`config.mk`:
```
export PLATFORM = sky130hd
export DESIGN_NAME = seg7_sniffer
export DESIGN_NICKNAME = d
export VERILOG_FILES = /design/src/rtl/seg7_sniffer.sv
export SDC_FILE = /design/constraint.sdc
export NUM_CORES = 1
export LEC_CHECK = 0
export CAP_MARGIN = 20
export CORE_MARGIN = 2
export CORE_UTILIZATION = 49
export CTS_CLUSTER_SIZE = 20
export DETAILED_ROUTE_END_ITERATION = 10
export MAX_ROUTING_LAYER = met4
export PLACE_DENSITY = 0.74
export SYNTH_ARGS = -nofsm -noshare
export SYNTH_HDL_FRONTEND = slang
export SYNTH_SLANG_ARGS = --single-unit
```
`constraint.sdc`:
```
create_clock -name clk -period 4.7 [get_ports clk]
set_clock_uncertainty 0.1 [all_clocks]
set_input_delay 1.175 -clock clk [delete_from_list [all_inputs] [get_ports clk]]
set_output_delay 1.175 -clock clk [all_outputs]
set_load 0.02 [all_outputs]
```
`src/rtl/seg7_sniffer.sv`:
```
// seg7_sniffer: receive-side monitor for a multiplexed 7-segment display.
// It watches the active-low anode and segment lines, filters out short
// glitches, decodes each stable digit back to a hex nibble and publishes
// the full 8-digit word once every digit has been freshly seen.
//
// Ports:
//   clk, rst            system clock, synchronous active-high reset
//   an[7:0]             digit anodes, active-low (an[i]=0 selects digit i)
//   ca..cg, dp          segments a..g and decimal point, active-low
//   value[31:0]         last complete word, digit i at value[4i+3:4i]
//   dp_mask[7:0]        decimal point per digit captured with value, 1 = lit
//   valid               one-cycle pulse when value/dp_mask update
//   changed             with valid: new word/dp differs from previous one
//   pattern_err         one-cycle pulse on a committed unknown segment pattern
//   an_err              one-cycle pulse on a committed multi-digit anode word
module seg7_sniffer #(
  parameter int unsigned STABLE_CYCLES = 16,
  parameter int unsigned CNT_W         = 16
) (
  input  logic        clk,
  input  logic        rst,
  input  logic [7:0]  an,
  input  logic        ca,
  input  logic        cb,
  input  logic        cc,
  input  logic        cd,
  input  logic        ce,
  input  logic        cf,
  input  logic        cg,
  input  logic        dp,
  output logic [31:0] value,
  output logic [7:0]  dp_mask,
  output logic        valid,
  output logic        changed,
  output logic        pattern_err,
  output logic        an_err
);

  // Segment pattern {g..a} (active-high) to {recognised, nibble}.
  function automatic logic [4:0] seg_decode(input logic [6:0] s);
    logic [4:0] r;
    case (s)
      7'h3F:   r = {1'b1, 4'h0};
      7'h06:   r = {1'b1, 4'h1};
      7'h5B:   r = {1'b1, 4'h2};
      7'h4F:   r = {1'b1, 4'h3};
      7'h66:   r = {1'b1, 4'h4};
      7'h6D:   r = {1'b1, 4'h5};
      7'h7D:   r = {1'b1, 4'h6};
      7'h07:   r = {1'b1, 4'h7};
      7'h7F:   r = {1'b1, 4'h8};
      7'h6F:   r = {1'b1, 4'h9};
      7'h77:   r = {1'b1, 4'hA};
      7'h7C:   r = {1'b1, 4'hB};
      7'h39:   r = {1'b1, 4'hC};
      7'h5E:   r = {1'b1, 4'hD};
      7'h79:   r = {1'b1, 4'hE};
      7'h71:   r = {1'b1, 4'hF};
      default: r = {1'b0, 4'h0};
    endcase
    return r;
  endfunction

  localparam logic [CNT_W-1:0] STABLE_C = CNT_W'(STABLE_CYCLES);
  localparam logic [CNT_W-1:0] CNT_MAX  = {CNT_W{1'b1}};

  // Input capture stage (inverted to active-high) and dwell tracking state.
  logic [7:0]       an_q, hold_an_q, hold_an_d;
  logic [6:0]       seg_q, hold_seg_q, hold_seg_d;
  logic             dpl_q, hold_dp_q, hold_dp_d;
  logic [CNT_W-1:0] cnt_q, cnt_d;
  logic             committed_q, committed_d;

  // Frame assembly and published outputs.
  logic [31:0] digit_q, digit_d;
  logic [7:0]  dpr_q, dpr_d;
  logic [7:0]  seen_q, seen_d;
  logic [31:0] value_q, value_d;
  logic [7:0]  dp_mask_q, dp_mask_d;
  logic        valid_q, valid_d;
  logic        changed_q, changed_d;
  logic        perr_q, perr_d;
  logic        aerr_q, aerr_d;

  logic        commit_s;
  logic [7:0]  an_low_s;
  logic        one_hot_s;
  logic [2:0]  idx_s;
  logic [4:0]  dec_s;

  // Register the raw display lines once before any use.
  always_ff @(posedge clk) begin
    if (rst) begin
      an_q  <= 8'h00;
      seg_q <= 7'h00;
      dpl_q <= 1'b0;
    end else begin
      an_q  <= an;
      seg_q <= ~{cg, cf, ce, cd, cc, cb, ca};
      dpl_q <= ~dp;
    end
  end

  // Dwell counter: restart on any change, otherwise count up and saturate.
  always_comb begin
    hold_an_d   = hold_an_q;
    hold_seg_d  = hold_seg_q;
    hold_dp_d   = hold_dp_q;
    cnt_d       = cnt_q;
    committed_d = committed_q;
    commit_s    = (cnt_q == STABLE_C) && !committed_q;
    if ({an_q, seg_q, dpl_q} != {hold_an_q, hold_seg_q, hold_dp_q}) begin
      hold_an_d   = an_q;
      hold_seg_d  = seg_q;
      hold_dp_d   = dpl_q;
      cnt_d       = {{(CNT_W-1){1'b0}}, 1'b1};
      committed_d = 1'b0;
    end else begin
      if (cnt_q != CNT_MAX) begin
        cnt_d = cnt_q + {{(CNT_W-1){1'b0}}, 1'b1};
      end else begin
        cnt_d = cnt_q;
      end
      if (commit_s) begin
        committed_d = 1'b1;
      end else begin
        committed_d = committed_q;
      end
    end
  end

  // Anode classification of the held pattern: selected digit index, one-hot check.
  always_comb begin
    an_low_s  = ~hold_an_q;
    one_hot_s = (an_low_s != 8'h00) && ((an_low_s & (an_low_s - 8'h01)) == 8'h00);
    dec_s     = seg_decode(hold_seg_q);
    idx_s     = 3'd0;
    for (int i = 0; i < 8; i++) begin
      if (an_low_s[i]) begin
        idx_s = i[2:0];
      end else begin
        idx_s = idx_s;
      end
    end
  end

  // Commit and publish: a publish clears seen first so a same-cycle commit
  // counts toward the next frame.
  always_comb begin
    digit_d   = digit_q;
    dpr_d     = dpr_q;
    value_d   = value_q;
    dp_mask_d = dp_mask_q;
    valid_d   = 1'b0;
    changed_d = 1'b0;
    perr_d    = 1'b0;
    aerr_d    = 1'b0;
    if (seen_q == 8'hFF) begin
      value_d   = digit_q;
      dp_mask_d = dpr_q;
      valid_d   = 1'b1;
      changed_d = (digit_q != value_q) || (dpr_q != dp_mask_q);
      seen_d    = 8'h00;
    end else begin
      seen_d    = seen_q;
    end
    if (commit_s && (an_low_s != 8'h00)) begin
      if (one_hot_s) begin
        if (dec_s[4]) begin
          digit_d[4*idx_s +: 4] = dec_s[3:0];
          dpr_d[idx_s]          = hold_dp_q;
          seen_d[idx_s]         = 1'b1;
        end else begin
          perr_d        = 1'b1;
          seen_d[idx_s] = 1'b0;
        end
      end else begin
        aerr_d = 1'b1;
      end
    end else begin
      aerr_d = 1'b0;
    end
  end

  // State registers for dwell tracking, frame assembly and outputs.
  always_ff @(posedge clk) begin
    if (rst) begin
      hold_an_q   <= 8'h00;
      hold_seg_q  <= 7'h00;
      hold_dp_q   <= 1'b0;
      cnt_q       <= {CNT_W{1'b0}};
      committed_q <= 1'b0;
      digit_q     <= 32'h0000_0000;
      dpr_q       <= 8'h00;
      seen_q      <= 8'h00;
      value_q     <= 32'h0000_0000;
      dp_mask_q   <= 8'h00;
      valid_q     <= 1'b0;
      changed_q   <= 1'b0;
      perr_q      <= 1'b0;
      aerr_q      <= 1'b0;
    end else begin
      hold_an_q   <= hold_an_d;
      hold_seg_q  <= hold_seg_d;
      hold_dp_q   <= hold_dp_d;
      cnt_q       <= cnt_d;
      committed_q <= committed_d;
      digit_q     <= digit_d;
      dpr_q       <= dpr_d;
      seen_q      <= seen_d;
      value_q     <= value_d;
      dp_mask_q   <= dp_mask_d;
      valid_q     <= valid_d;
      changed_q   <= changed_d;
      perr_q      <= perr_d;
      aerr_q      <= aerr_d;
    end
  end

  assign value       = value_q;
  assign dp_mask     = dp_mask_q;
  assign valid       = valid_q;
  assign changed     = changed_q;
  assign pattern_err = perr_q;
  assign an_err      = aerr_q;

endmodule

```
**Word-level counts from Yosys, hierarchy flattened**

Cells that the tools add are included.
Widths: inputs -> output; s select.

- Flip-flop bits (word level): 141
- Input port bits: 18
- Output and inout bits: 44

- Shift-type cells: 2
- Add/sub/neg operators: 3
- Eq/ne operators: 22
- Bitwise gates (word level): 10
- Mux-type cells: 21
- Order comparisons: 2
- Reduce and logical (&&, ||, !) cells: 14

Operators with widths:

| kind | number |
|---|---|
| $eq 7x7->1 const B | 12 |
| $pmux 5 s16 | 1 |
| $neg 5->34 | 1 |
| $shift 4x34->32 const A | 1 |
| $shiftx 4x34->32 | 1 |
| $bwmux 32 | 1 |
| $mux 8 | 4 |
| $ne 32x32->1 | 1 |
| $mux 3 | 6 |
| $add 16x1->16 const B | 1 |
| $and 8x8->8 | 2 |
| $eq 16x5->1 const B | 1 |
| $ne 16x16->1 | 1 |
| $ne 16x16->1 const B | 1 |
| $not 8->8 | 2 |
| $eq 7x3->1 const B | 2 |
| $eq 7x6->1 const B | 2 |
| $bwmux 8 | 1 |
| $eq 8x8->1 const B | 1 |
| $logic_not 8->1 | 1 |
| $ne 8x8->1 | 1 |
| $or 8x8->8 | 1 |
| $reduce_bool 8->1 | 1 |
| $sub 8x1->8 const B | 1 |
| other kinds (13) | 27 |

**Depth between registers and ports, before layout**

Gate-level depths: netlist of the first run.

- Depth after elaboration: 17
- Mapped depth: 10
- Mapped depth without buffers: 9

**Least setup slack after synthesis of the first run**

No wires, ideal clock.

- Path kind: register -> register
- Start point: reg hold_an_q[6]
- End point: reg digit_q[25]
- Period minus slack after synthesis: 2.470 ns
- Required time: 4.527 ns
- Library setup time: 0.073 ns
- Stages on the path, launching flop included: 11
- Path slack: 2.230 ns
- Arrival: 2.297 ns
- Path buffers: 1
- Cell sequence: dfxtp_1 > buf_6 > inv_1 > o21ai_0 > nor2_1 > ha_1 > ha_1 > nand2b_1 > nor2_1 > o2111a_1 > mux2i_1

- Word-level cells in the longest chain between the ends: 6
- Elaborated cells between the ends (all ways): 14
- Those cells by class: 2 x add/sub; 2 x shift; 3 x mux; 2 x bitwise; 5 x reduce/logical

Ends and longest elaborated chain:

| element | RTL line | text |
|---|---|---|
| start: declaration | 68 | `logic [7:0] an_q, hold_an_q, hold_an_d;` |
| start signal: assignment | 203 | `hold_an_q <= hold_an_d;` |
| $not 8->8 (*) | 134 | `an_low_s = ~hold_an_q;` |
| $mux 3 or $sub 8x1->8 (tied branches) | 139, 135 |  |
| $mux 3 or $and 8x8->8 (tied branches) | 139, 135 |  |
| $neg 5->34 or $logic_not 8->1 (tied branches) | 170, 135 |  |
| $shiftx 4x34->32, or another cell as far along | 170 | `digit_d[4*idx_s +: 4] = dec_s[3:0];` |
| $bwmux 32 or $reduce_and 3->1 (tied branches) | -- |  |
| end signal: assignment | 208 | `digit_q <= digit_d;` |
| end: declaration | 75 | `logic [31:0] digit_q, digit_d;` |

Every way passes the cells marked *; elsewhere a longest branch is shown, timed or not.
A chain may end at the register's enable or synchronous reset.

**Worst setup path in the final report of the first run**

Ends and elaborated chain as after synthesis.

==> results of run 1 <==
-- synth_stat cells, types with 7 or more instances --
master / number / area share (%)
sky130_fd_sc_hd__a21oi_1: 64 / 4.8
sky130_fd_sc_hd__buf_2: 7 / 0.52
sky130_fd_sc_hd__clkbuf_1: 26 / 1.5
sky130_fd_sc_hd__dfxtp_1: 141 / 42
sky130_fd_sc_hd__inv_1: 9 / 0.50
sky130_fd_sc_hd__mux2i_1: 41 / 6.1
sky130_fd_sc_hd__nand2_1: 98 / 5.5
sky130_fd_sc_hd__nand2b_1: 49 / 4.6
sky130_fd_sc_hd__nand3_1: 11 / 0.82
sky130_fd_sc_hd__nand4_1: 15 / 1.4
sky130_fd_sc_hd__nor2_1: 38 / 2.1
sky130_fd_sc_hd__nor2b_1: 24 / 2.2
sky130_fd_sc_hd__nor4_1: 15 / 1.4
sky130_fd_sc_hd__o211ai_1: 11 / 1.2
sky130_fd_sc_hd__o21ai_0: 7 / 0.52
sky130_fd_sc_hd__xnor2_1: 21 / 2.7
sky130_fd_sc_hd__xor2_1: 47 / 6.2
-- sequential cells by signal, indices dropped and copies added (netlist names) --
name and cells:
an_q 8, hold_an_q 8, dpr_q 8, changed 1, dpl_q 1, committed_q 1
valid 1, dp_mask 8, hold_seg_q 7, value 32, pattern_err 1, seen_q 8
cnt_q 16, seg_q 7, hold_dp_q 1, digit_q 32, an_err 1
-- logic make-up after synthesis --
group                      count (synthesis)
AOI/OAI and AO/OA                        127
xor gates and xnor gates                  68
adders and majority gates                  5
buffers and inverters                     57
DFF                                      141
muxes                                     41
and+or+nand+nor                          297
-- report_power, final --
| part | leakage [nW] | switching [mW] | total [mW] | internal, mW |
|---|---|---|---|---|
| Clock | 0.296 | 0.504 | 1.34 | 0.835 |
| Sequential | 1.14 | 0.0220 | 1.23 | 1.21 |
| Combinational | 1.50 | 0.0371 | 0.0780 | 0.0410 |
| Total | 2.94 | 0.563 | 2.65 | 2.08 |
-- routing by layer --
layer	global-route usage, %	share of wire (%)	vias up
li1	-	-	2632
met1	29.3	45	2569
met2	35.9	48	157
met3	4.93	4.8	24
met4	9.96	2.0	0
met5	-	0	-
-- worst max path at each step --
stage | start | end | slack [ns]
2_1_floorplan | hold_an_q[6]$_SDFFE_PP0P_ | digit_q[25]$_SDFFE_PP0P_ | 2.23
4_1_cts | hold_an_q[6]$_SDFFE_PP0P_ | digit_q[25]$_SDFFE_PP0P_ | 1.76
5_1_grt | hold_an_q[6]$_SDFFE_PP0P_ | digit_q[2]$_SDFFE_PP0P_ | 1.33
3_3_place_gp | rst | digit_q[6]$_SDFFE_PP0P_ | 1.92
3_5_place_dp | hold_an_q[6]$_SDFFE_PP0P_ | digit_q[25]$_SDFFE_PP0P_ | 1.77
6_report | hold_an_q[6]$_SDFFE_PP0P_ | digit_q[25]$_SDFFE_PP0P_ | 1.73
-- area by class of cell --
class,count,area [µm²],area share [%]
Multi-Input combinational cell,538,3570,45.3
Sequential cell,141,2820,35.8
Timing Repair Buffer,64,631,8.00
Clock buffer,22,484,6.15
Tap cell,176,220,2.79
Clock inverter,9,110,1.40
Inverter,10,40.0,0.508
-- cell usage in the layout, fill, tap and decap left out, types with 3 or more instances in the layout --
cell type / count
sky130_fd_sc_hd__nand3b_1: 4
sky130_fd_sc_hd__o2111ai_1: 6
sky130_fd_sc_hd__nor4b_1: 4
sky130_fd_sc_hd__a2111oi_4: 3
sky130_fd_sc_hd__and3b_1: 4
sky130_fd_sc_hd__clkinv_2: 3
sky130_fd_sc_hd__nor2b_1: 24
sky130_fd_sc_hd__xnor2_1: 21
sky130_fd_sc_hd__xor2_1: 47
sky130_fd_sc_hd__dfxtp_1: 141
sky130_fd_sc_hd__nor3_1: 6
sky130_fd_sc_hd__or2b_1: 3
sky130_fd_sc_hd__clkbuf_8: 4
sky130_fd_sc_hd__a21oi_1: 64
sky130_fd_sc_hd__ha_1: 5
sky130_fd_sc_hd__mux2i_1: 41
sky130_fd_sc_hd__clkbuf_16: 17
sky130_fd_sc_hd__nor2_1: 37
sky130_fd_sc_hd__nand2_1: 98
sky130_fd_sc_hd__o311ai_0: 6
sky130_fd_sc_hd__or3_1: 4
sky130_fd_sc_hd__clkinv_4: 3
sky130_fd_sc_hd__nand3_1: 11
sky130_fd_sc_hd__nor3b_1: 3
sky130_fd_sc_hd__nand4_1: 15
sky130_fd_sc_hd__and4_1: 3
sky130_fd_sc_hd__o21ai_0: 7
sky130_fd_sc_hd__nand2b_1: 49
sky130_fd_sc_hd__and3_1: 5
sky130_fd_sc_hd__clkdlybuf4s50_1: 60
sky130_fd_sc_hd__o211ai_1: 11
sky130_fd_sc_hd__nor4_1: 15
sky130_fd_sc_hd__inv_1: 9
sky130_fd_sc_hd__buf_4: 4
-- per-stage QoR --
| step | setup slack [ns] | cell area, µm² | power (mW) | utilization [%] | hold slack [ns] |
|---|---|---|---|---|---|
| floorplan | 2.23 | 6690 | 1.31 | - | 0.341 |
| global placement | 1.92 | 7280 | 1.33 | 54.8 | 0.365 |
| detailed placement | 1.77 | 7280 | 1.33 | 54.8 | 0.373 |
| CTS | 1.76 | 7880 | 2.67 | 59.3 | 0.381 |
| global route | 1.33 | 7880 | 2.73 | 59.3 | 0.392 |
| finish | 1.73 | 7880 | 2.65 | 59.3 | 0.379 |
==> flow_results.xml, run 1 <==
<?xml version="1.0" encoding="UTF-8"?>
<metrics>
  <group name="status">
    <metric name="status" unit="">complete, no violations</metric>
  </group>
  <group name="logic_synthesis">
    <metric name="combinational_family_with_the_most_area_after_synthesis" unit="">simple AND/OR/NAND/NOR gates</metric>
    <metric name="yosysSeqAreaShare" unit="%">42.2</metric>
    <metric name="synth_area" unit="µm²">6690</metric>
    <metric name="area_fraction_in_compound_gates_after_synthesis" unit="%">13.8</metric>
    <metric name="synth-xor-area-share" unit="%">8.90</metric>
    <metric name="synth_nets" unit="">759</metric>
    <metric name="synth_enable_flop_cells" unit="">0</metric>
    <metric name="post_synth_inst_count" unit="">736</metric>
    <metric name="synth.area.mux_share" unit="%">6.13</metric>
    <metric name="yosys_register_bits" unit="">141</metric>
    <metric name="adder_and_majority_cell_fraction_of_the_synthesized_area" unit="%">0.935</metric>
    <metric name="yosysUniqueCellTypes" unit="">70</metric>
    <metric name="synth-async-reset-ratio" unit="%">0</metric>
    <metric name="synth_simple_gate_area_share" unit="%">23.6</metric>
    <metric name="synth-warning-count" unit="">0</metric>
    <metric name="synthFlopType" unit="">sky130_fd_sc_hd__dfxtp_1</metric>
    <metric name="syn-mean-instance-area" unit="µm²">9.09</metric>
  </group>
  <group name="drt">
    <metric name="detail_route.wirelength" unit="µm">15800</metric>
    <metric name="antenna_left" unit="">0</metric>
    <metric name="first_iter_violations" unit="">467</metric>
    <metric name="number_of_detailed_routing_iterations_run_before_antenna_repair" unit="">4</metric>
    <metric name="routed_wire_length_per_instance" unit="µm">16.5</metric>
    <metric name="total_drc_errors_in_the_routed_layout" unit="">0</metric>
    <metric name="vias_per_cell" unit="">5.61</metric>
    <metric name="num_vias" unit="">5382</metric>
  </group>
  <group name="timing">
    <metric name="fmaxAchievable" unit="GHz">0.337</metric>
    <metric name="max_slew.worst_pin.slew" unit="ns">0.836</metric>
    <metric name="rsz_0062_raised_after_global_routing" unit="">no</metric>
    <metric name="report.final.slew_viol_count" unit="">0</metric>
    <metric name="final.min_clock_period" unit="ns">2.97</metric>
    <metric name="final-hold-violation-count" unit="">0</metric>
    <metric name="setup_violations" unit="">0</metric>
    <metric name="finalCritPeriodShare" unit="%">63.2</metric>
    <metric name="timing.max_slew.rel_slack" unit="%">43.8</metric>
    <metric name="fin_setup_tns" unit="ns">0</metric>
  </group>
  <group name="pwr">
    <metric name="peakVddDrop" unit="mV">0.221</metric>
    <metric name="power_per_cell_area" unit="nW/µm²">336</metric>
    <metric name="total_leakage_power" unit="nW">2.94</metric>
  </group>
  <group name="worst_setup_path">
    <metric name="crit-reg2reg-capture" unit="">digit_q[25]$_SDFFE_PP0P_</metric>
    <metric name="critPathArrivalTime" unit="ns">3.22</metric>
    <metric name="cpPeakStageDelay" unit="ns">0.55</metric>
    <metric name="worst-path-stages" unit="">9</metric>
    <metric name="reg2reg_from" unit="">hold_an_q[6]$_SDFFE_PP0P_</metric>
    <metric name="critPathKind" unit="">flop to flop</metric>
    <metric name="worst_r2r_path_depth" unit="">9</metric>
    <metric name="critPathMaxFanout" unit="">10</metric>
    <metric name="worst_setup_path_end_kind" unit="">flop</metric>
    <metric name="setup.reg_to_reg.worst_slack" unit="ns">1.73</metric>
    <metric name="cp.required" unit="ns">4.95</metric>
    <metric name="start_kind" unit="">flop</metric>
    <metric name="cp.buffers_inverters" unit="">1</metric>
    <metric name="cp_top_family" unit="">compound AO/OA/AOI/OAI gates</metric>
    <metric name="path_cells" unit="">inv_1, o21ai_0, nor2_1, ha_1, ha_1, nand2b_1, nor2_1, o2111a_1, mux2i_1</metric>
    <metric name="cpMaxStageDelayCell" unit="">sky130_fd_sc_hd__dfxtp_1</metric>
  </group>
  <group name="min_path">
    <metric name="hold_end" unit="">hold_an_q[7]$_SDFFE_PP0P_</metric>
    <metric name="worst_hold_startpoint" unit="">an_q[7]$_SDFF_PP0_</metric>
    <metric name="hold_depth" unit="">1</metric>
    <metric name="hold_path.class" unit="">flop to flop</metric>
  </group>
  <group name="cts">
    <metric name="cts_num_sinks" unit="">141</metric>
    <metric name="clk_path_buf_depth" unit="">2</metric>
    <metric name="numCtsBuffers" unit="">17</metric>
    <metric name="cts-htree-levels" unit="">4</metric>
    <metric name="clkSlewWorstSetupHoldPaths" unit="ns">0.06</metric>
    <metric name="cts.repair.resized" unit="">0</metric>
    <metric name="root_buffer" unit="">sky130_fd_sc_hd__clkbuf_16</metric>
    <metric name="clkLatencyLatePin" unit="ns">0.43</metric>
    <metric name="tritoncts_clock_tree" unit="">yes</metric>
    <metric name="cts_hold_buffers" unit="">0</metric>
    <metric name="cts_setup_buffers" unit="">0</metric>
  </group>
  <group name="floorplan">
    <metric name="boundaryPins" unit="">62</metric>
    <metric name="die_h" unit="µm">121</metric>
    <metric name="core_area" unit="µm²">13300</metric>
    <metric name="rows" unit="">42</metric>
    <metric name="floorplan.die.width" unit="µm">121</metric>
    <metric name="die_area" unit="µm²">14600</metric>
    <metric name="initial_cell_density_of_the_core" unit="%">50.3</metric>
  </group>
  <group name="grt">
    <metric name="first_pass_grt_wire_length" unit="µm">26000</metric>
    <metric name="first_global_vias" unit="">5194</metric>
    <metric name="gr-total-overflow" unit="">0</metric>
    <metric name="antenna_found_initial" unit="">0</metric>
    <metric name="grt_start_max_net_pins" unit="">68</metric>
    <metric name="grt_usage" unit="%">23.2</metric>
  </group>
  <group name="cells_and_area">
    <metric name="design.final.nets" unit="">795</metric>
    <metric name="fill_cells" unit="">1115</metric>
    <metric name="share_of_final_layout_standard_cells_stronger_than_drive_strength_1" unit="%">7.02</metric>
    <metric name="instances_no_fill" unit="">960</metric>
    <metric name="syn_to_final_growth" unit="%">17.7</metric>
    <metric name="antennaDiodeCount" unit="">0</metric>
  </group>
  <group name="placed_design">
    <metric name="detailed_place_hpwl" unit="µm">11200</metric>
    <metric name="place_congestion" unit="">0.878</metric>
    <metric name="dp.cells" unit="">929</metric>
    <metric name="numPortBuffers" unit="">61</metric>
  </group>
  <group name="flow_run">
    <metric name="drv.max_cap_violation_count" unit="">0</metric>
  </group>
</metrics>
Note: power is estimated with default switching activity, not from simulation.
==> run 2: changes to the inputs <==
Clock period 4.7 ns to 2.93 ns, I/O delays scaled along.
==> run 2 against run 1 <==
Against the previous run:
- sequential share of layout area is 0.42 points lower
- utilization grew 0.71 points
- critical endpoint is now digit_q[21]$_SDFFE_PP0P_
- register-to-register slack got worse by 1.5 ns
- die area is the same
- worst setup slack got worse by 1.5 ns
- first-iteration DRC count decreased by 11%
==> flow_results.xml, run 2 (synthesized netlist as in run 1, its figures left out) <==
<?xml version="1.0" encoding="UTF-8"?>
<metrics>
  <group name="grt">
    <metric name="first_global_vias" unit="">5361</metric>
    <metric name="antenna_found_initial" unit="">0</metric>
    <metric name="grt_usage" unit="%">23.3</metric>
    <metric name="gr-total-overflow" unit="">0</metric>
    <metric name="first_pass_grt_wire_length" unit="µm">26300</metric>
    <metric name="grt_start_max_net_pins" unit="">61</metric>
  </group>
  <group name="worst_setup_path">
    <metric name="path_cells" unit="">nand2_1, a21oi_2, nor2_1, ha_1, ha_1, nand2b_1, a2111oi_4, mux2i_1</metric>
    <metric name="cp_top_family" unit="">compound AO/OA/AOI/OAI gates</metric>
    <metric name="cpPeakStageDelay" unit="ns">0.48</metric>
    <metric name="start_kind" unit="">flop</metric>
    <metric name="worst-path-stages" unit="">8</metric>
    <metric name="cp.buffers_inverters" unit="">0</metric>
    <metric name="worst_setup_path_end_kind" unit="">flop</metric>
    <metric name="cpMaxStageDelayCell" unit="">sky130_fd_sc_hd__dfxtp_1</metric>
    <metric name="critical_path.most_common_cell" unit="">sky130_fd_sc_hd__ha_1</metric>
    <metric name="critPathArrivalTime" unit="ns">2.95</metric>
    <metric name="critPathKind" unit="">flop to flop</metric>
    <metric name="worst_r2r_path_depth" unit="">8</metric>
    <metric name="critPathMaxFanout" unit="">9</metric>
    <metric name="cp.required" unit="ns">3.18</metric>
  </group>
  <group name="drt">
    <metric name="first_iter_violations" unit="">416</metric>
    <metric name="total_drc_errors_in_the_routed_layout" unit="">0</metric>
    <metric name="antenna_left" unit="">0</metric>
    <metric name="detail_route.wirelength" unit="µm">16100</metric>
    <metric name="vias_per_cell" unit="">5.64</metric>
    <metric name="routed_wire_length_per_instance" unit="µm">16.6</metric>
    <metric name="num_vias" unit="">5466</metric>
    <metric name="number_of_detailed_routing_iterations_run_before_antenna_repair" unit="">7</metric>
  </group>
  <group name="timing">
    <metric name="setup_violations" unit="">0</metric>
    <metric name="finalCritPeriodShare" unit="%">92.1</metric>
    <metric name="final-hold-violation-count" unit="">0</metric>
    <metric name="fmaxAchievable" unit="GHz">0.370</metric>
    <metric name="report.final.slew_viol_count" unit="">0</metric>
    <metric name="timing.max_slew.rel_slack" unit="%">51.2</metric>
    <metric name="rsz_0062_raised_after_global_routing" unit="">no</metric>
    <metric name="final.min_clock_period" unit="ns">2.70</metric>
    <metric name="max_slew.worst_pin.slew" unit="ns">0.732</metric>
    <metric name="fin_setup_tns" unit="ns">0</metric>
  </group>
  <group name="cts">
    <metric name="cts_hold_buffers" unit="">0</metric>
    <metric name="numCtsBuffers" unit="">17</metric>
    <metric name="clk_path_buf_depth" unit="">2</metric>
    <metric name="cts.repair.resized" unit="">0</metric>
    <metric name="root_buffer" unit="">sky130_fd_sc_hd__clkbuf_16</metric>
    <metric name="cts_setup_buffers" unit="">0</metric>
    <metric name="clkSlewWorstSetupHoldPaths" unit="ns">0.06</metric>
    <metric name="clkLatencyLatePin" unit="ns">0.43</metric>
    <metric name="tritoncts_clock_tree" unit="">yes</metric>
    <metric name="cts-htree-levels" unit="">4</metric>
    <metric name="cts_num_sinks" unit="">141</metric>
  </group>
  <group name="floorplan">
    <metric name="core_area" unit="µm²">13300</metric>
    <metric name="floorplan.die.width" unit="µm">121</metric>
    <metric name="initial_cell_density_of_the_core" unit="%">50.3</metric>
    <metric name="rows" unit="">42</metric>
    <metric name="die_area" unit="µm²">14600</metric>
    <metric name="boundaryPins" unit="">62</metric>
    <metric name="die_h" unit="µm">121</metric>
  </group>
  <group name="cells_and_area">
    <metric name="layout.cells.most_common_list" unit="">sky130_fd_sc_hd__dfxtp_1, sky130_fd_sc_hd__nand2_1, sky130_fd_sc_hd__a21oi_1, sky130_fd_sc_hd__clkdlybuf4s50_1, sky130_fd_sc_hd__nand2b_1</metric>
    <metric name="final_area" unit="µm²">7970</metric>
    <metric name="final_common_cell" unit="">sky130_fd_sc_hd__dfxtp_1</metric>
    <metric name="antennaDiodeCount" unit="">0</metric>
    <metric name="share_of_final_layout_standard_cells_stronger_than_drive_strength_1" unit="%">8.31</metric>
    <metric name="fill_cells" unit="">1117</metric>
    <metric name="syn_to_final_growth" unit="%">19.1</metric>
    <metric name="design.final.nets" unit="">805</metric>
  </group>
  <group name="min_path">
    <metric name="hold_path.class" unit="">flop to flop</metric>
    <metric name="hold_depth" unit="">1</metric>
  </group>
  <group name="pwr">
    <metric name="peakVddDrop" unit="mV">0.373</metric>
    <metric name="total_leakage_power" unit="nW">2.98</metric>
    <metric name="power_per_cell_area" unit="nW/µm²">542</metric>
  </group>
  <group name="placed_design">
    <metric name="detailed_place_hpwl" unit="µm">11300</metric>
    <metric name="detailed_place.area" unit="µm²">7360</metric>
    <metric name="place_congestion" unit="">0.859</metric>
    <metric name="numPortBuffers" unit="">61</metric>
  </group>
  <group name="flow_run">
    <metric name="drv.max_cap_violation_count" unit="">0</metric>
  </group>
  <group name="status">
    <metric name="status" unit="">complete, no violations</metric>
  </group>
</metrics>
==> run 2: changes by cell type in the layout (fill, tap and decap cells not counted), sizes merged <==
cell,previous run,this run
buf,4,14
bufinv,2,3
inv,11,10
clkbuf,22,21
clkinvlp,0,4
clkinv,6,3
==> run 2: final timing paths <==
kind                             start                  endpoint  slack, ns
max          hold_an_q[4]$_SDFFE_PP0P_  digit_q[21]$_SDFFE_PP0P_       0.23
min                   dpl_q$_SDFF_PP0_    hold_dp_q$_SDFFE_PP0P_       0.38
max reg2reg  hold_an_q[4]$_SDFFE_PP0P_  digit_q[21]$_SDFFE_PP0P_       0.23
min reg2reg           dpl_q$_SDFF_PP0_    hold_dp_q$_SDFFE_PP0P_       0.38
==> run 2: layer usage <==
layer  vias up  part of all wire [%]  GRT usage [%]
met3        29                   4.2           4.70
met5         -                     0              -
met1      2652                    45           28.7
met2       137                    49           37.5
li1       2648                     -              -
met4         0                   2.1           9.52
==> run 2: report_power, final <==
part / internal [mW] / total (mW) / switching, mW
clock: 1.40 / 2.22 / 0.818
sequential: 1.94 / 1.97 / 0.0285
combinational: 0.0704 / 0.140 / 0.0691
==> run 2: worst register-to-register path, stage by stage (launching register included) <==
cell	delay [ns]
sky130_fd_sc_hd__dfxtp_1	0.48
sky130_fd_sc_hd__nand2_1	0.14
sky130_fd_sc_hd__a21oi_2	0.24
sky130_fd_sc_hd__nor2_1	0.19
sky130_fd_sc_hd__ha_1	0.24
sky130_fd_sc_hd__ha_1	0.33
sky130_fd_sc_hd__nand2b_1	0.23
sky130_fd_sc_hd__a2111oi_4	0.41
sky130_fd_sc_hd__mux2i_1	0.26
==> run 2: area by class of cell <==
| type | instances | area, µm² | share of cell area [%] |
|---|---|---|---|
| clock buffers | 21 | 470 | 5.90 |
| inverters | 10 | 40.0 | 0.502 |
| multi-input cells | 538 | 3570 | 44.8 |
| flip-flops and latches | 141 | 2820 | 35.4 |
| well taps | 176 | 220 | 2.76 |
| repair buffers | 74 | 706 | 8.85 |
| clock inverters | 10 | 139 | 1.74 |
==> run 2: through the flow <==
stage / utilization [%] / cells / power, mW / hold slack, ns / worst slack [ns]
floorplan: - / 736 / 2.10 / 0.341 / 0.460
global placement: 55.4 / 939 / 2.14 / 0.358 / 0.323
detailed placement: 55.4 / 939 / 2.15 / 0.367 / 0.143
CTS: 59.9 / 970 / 4.34 / 0.376 / 0.0957
global route: 60.0 / 970 / 4.43 / 0.391 / 0.0511
finish: 60.0 / 970 / 4.32 / 0.377 / 0.231
==> run 3: changes to the inputs <==
Settings changed: CAP_MARGIN 20 to default, TNS_END_PERCENT from default to 5.
==> results of run 3 <==
Same layout as run 2: the final DEF is identical, and so are final timing and power.
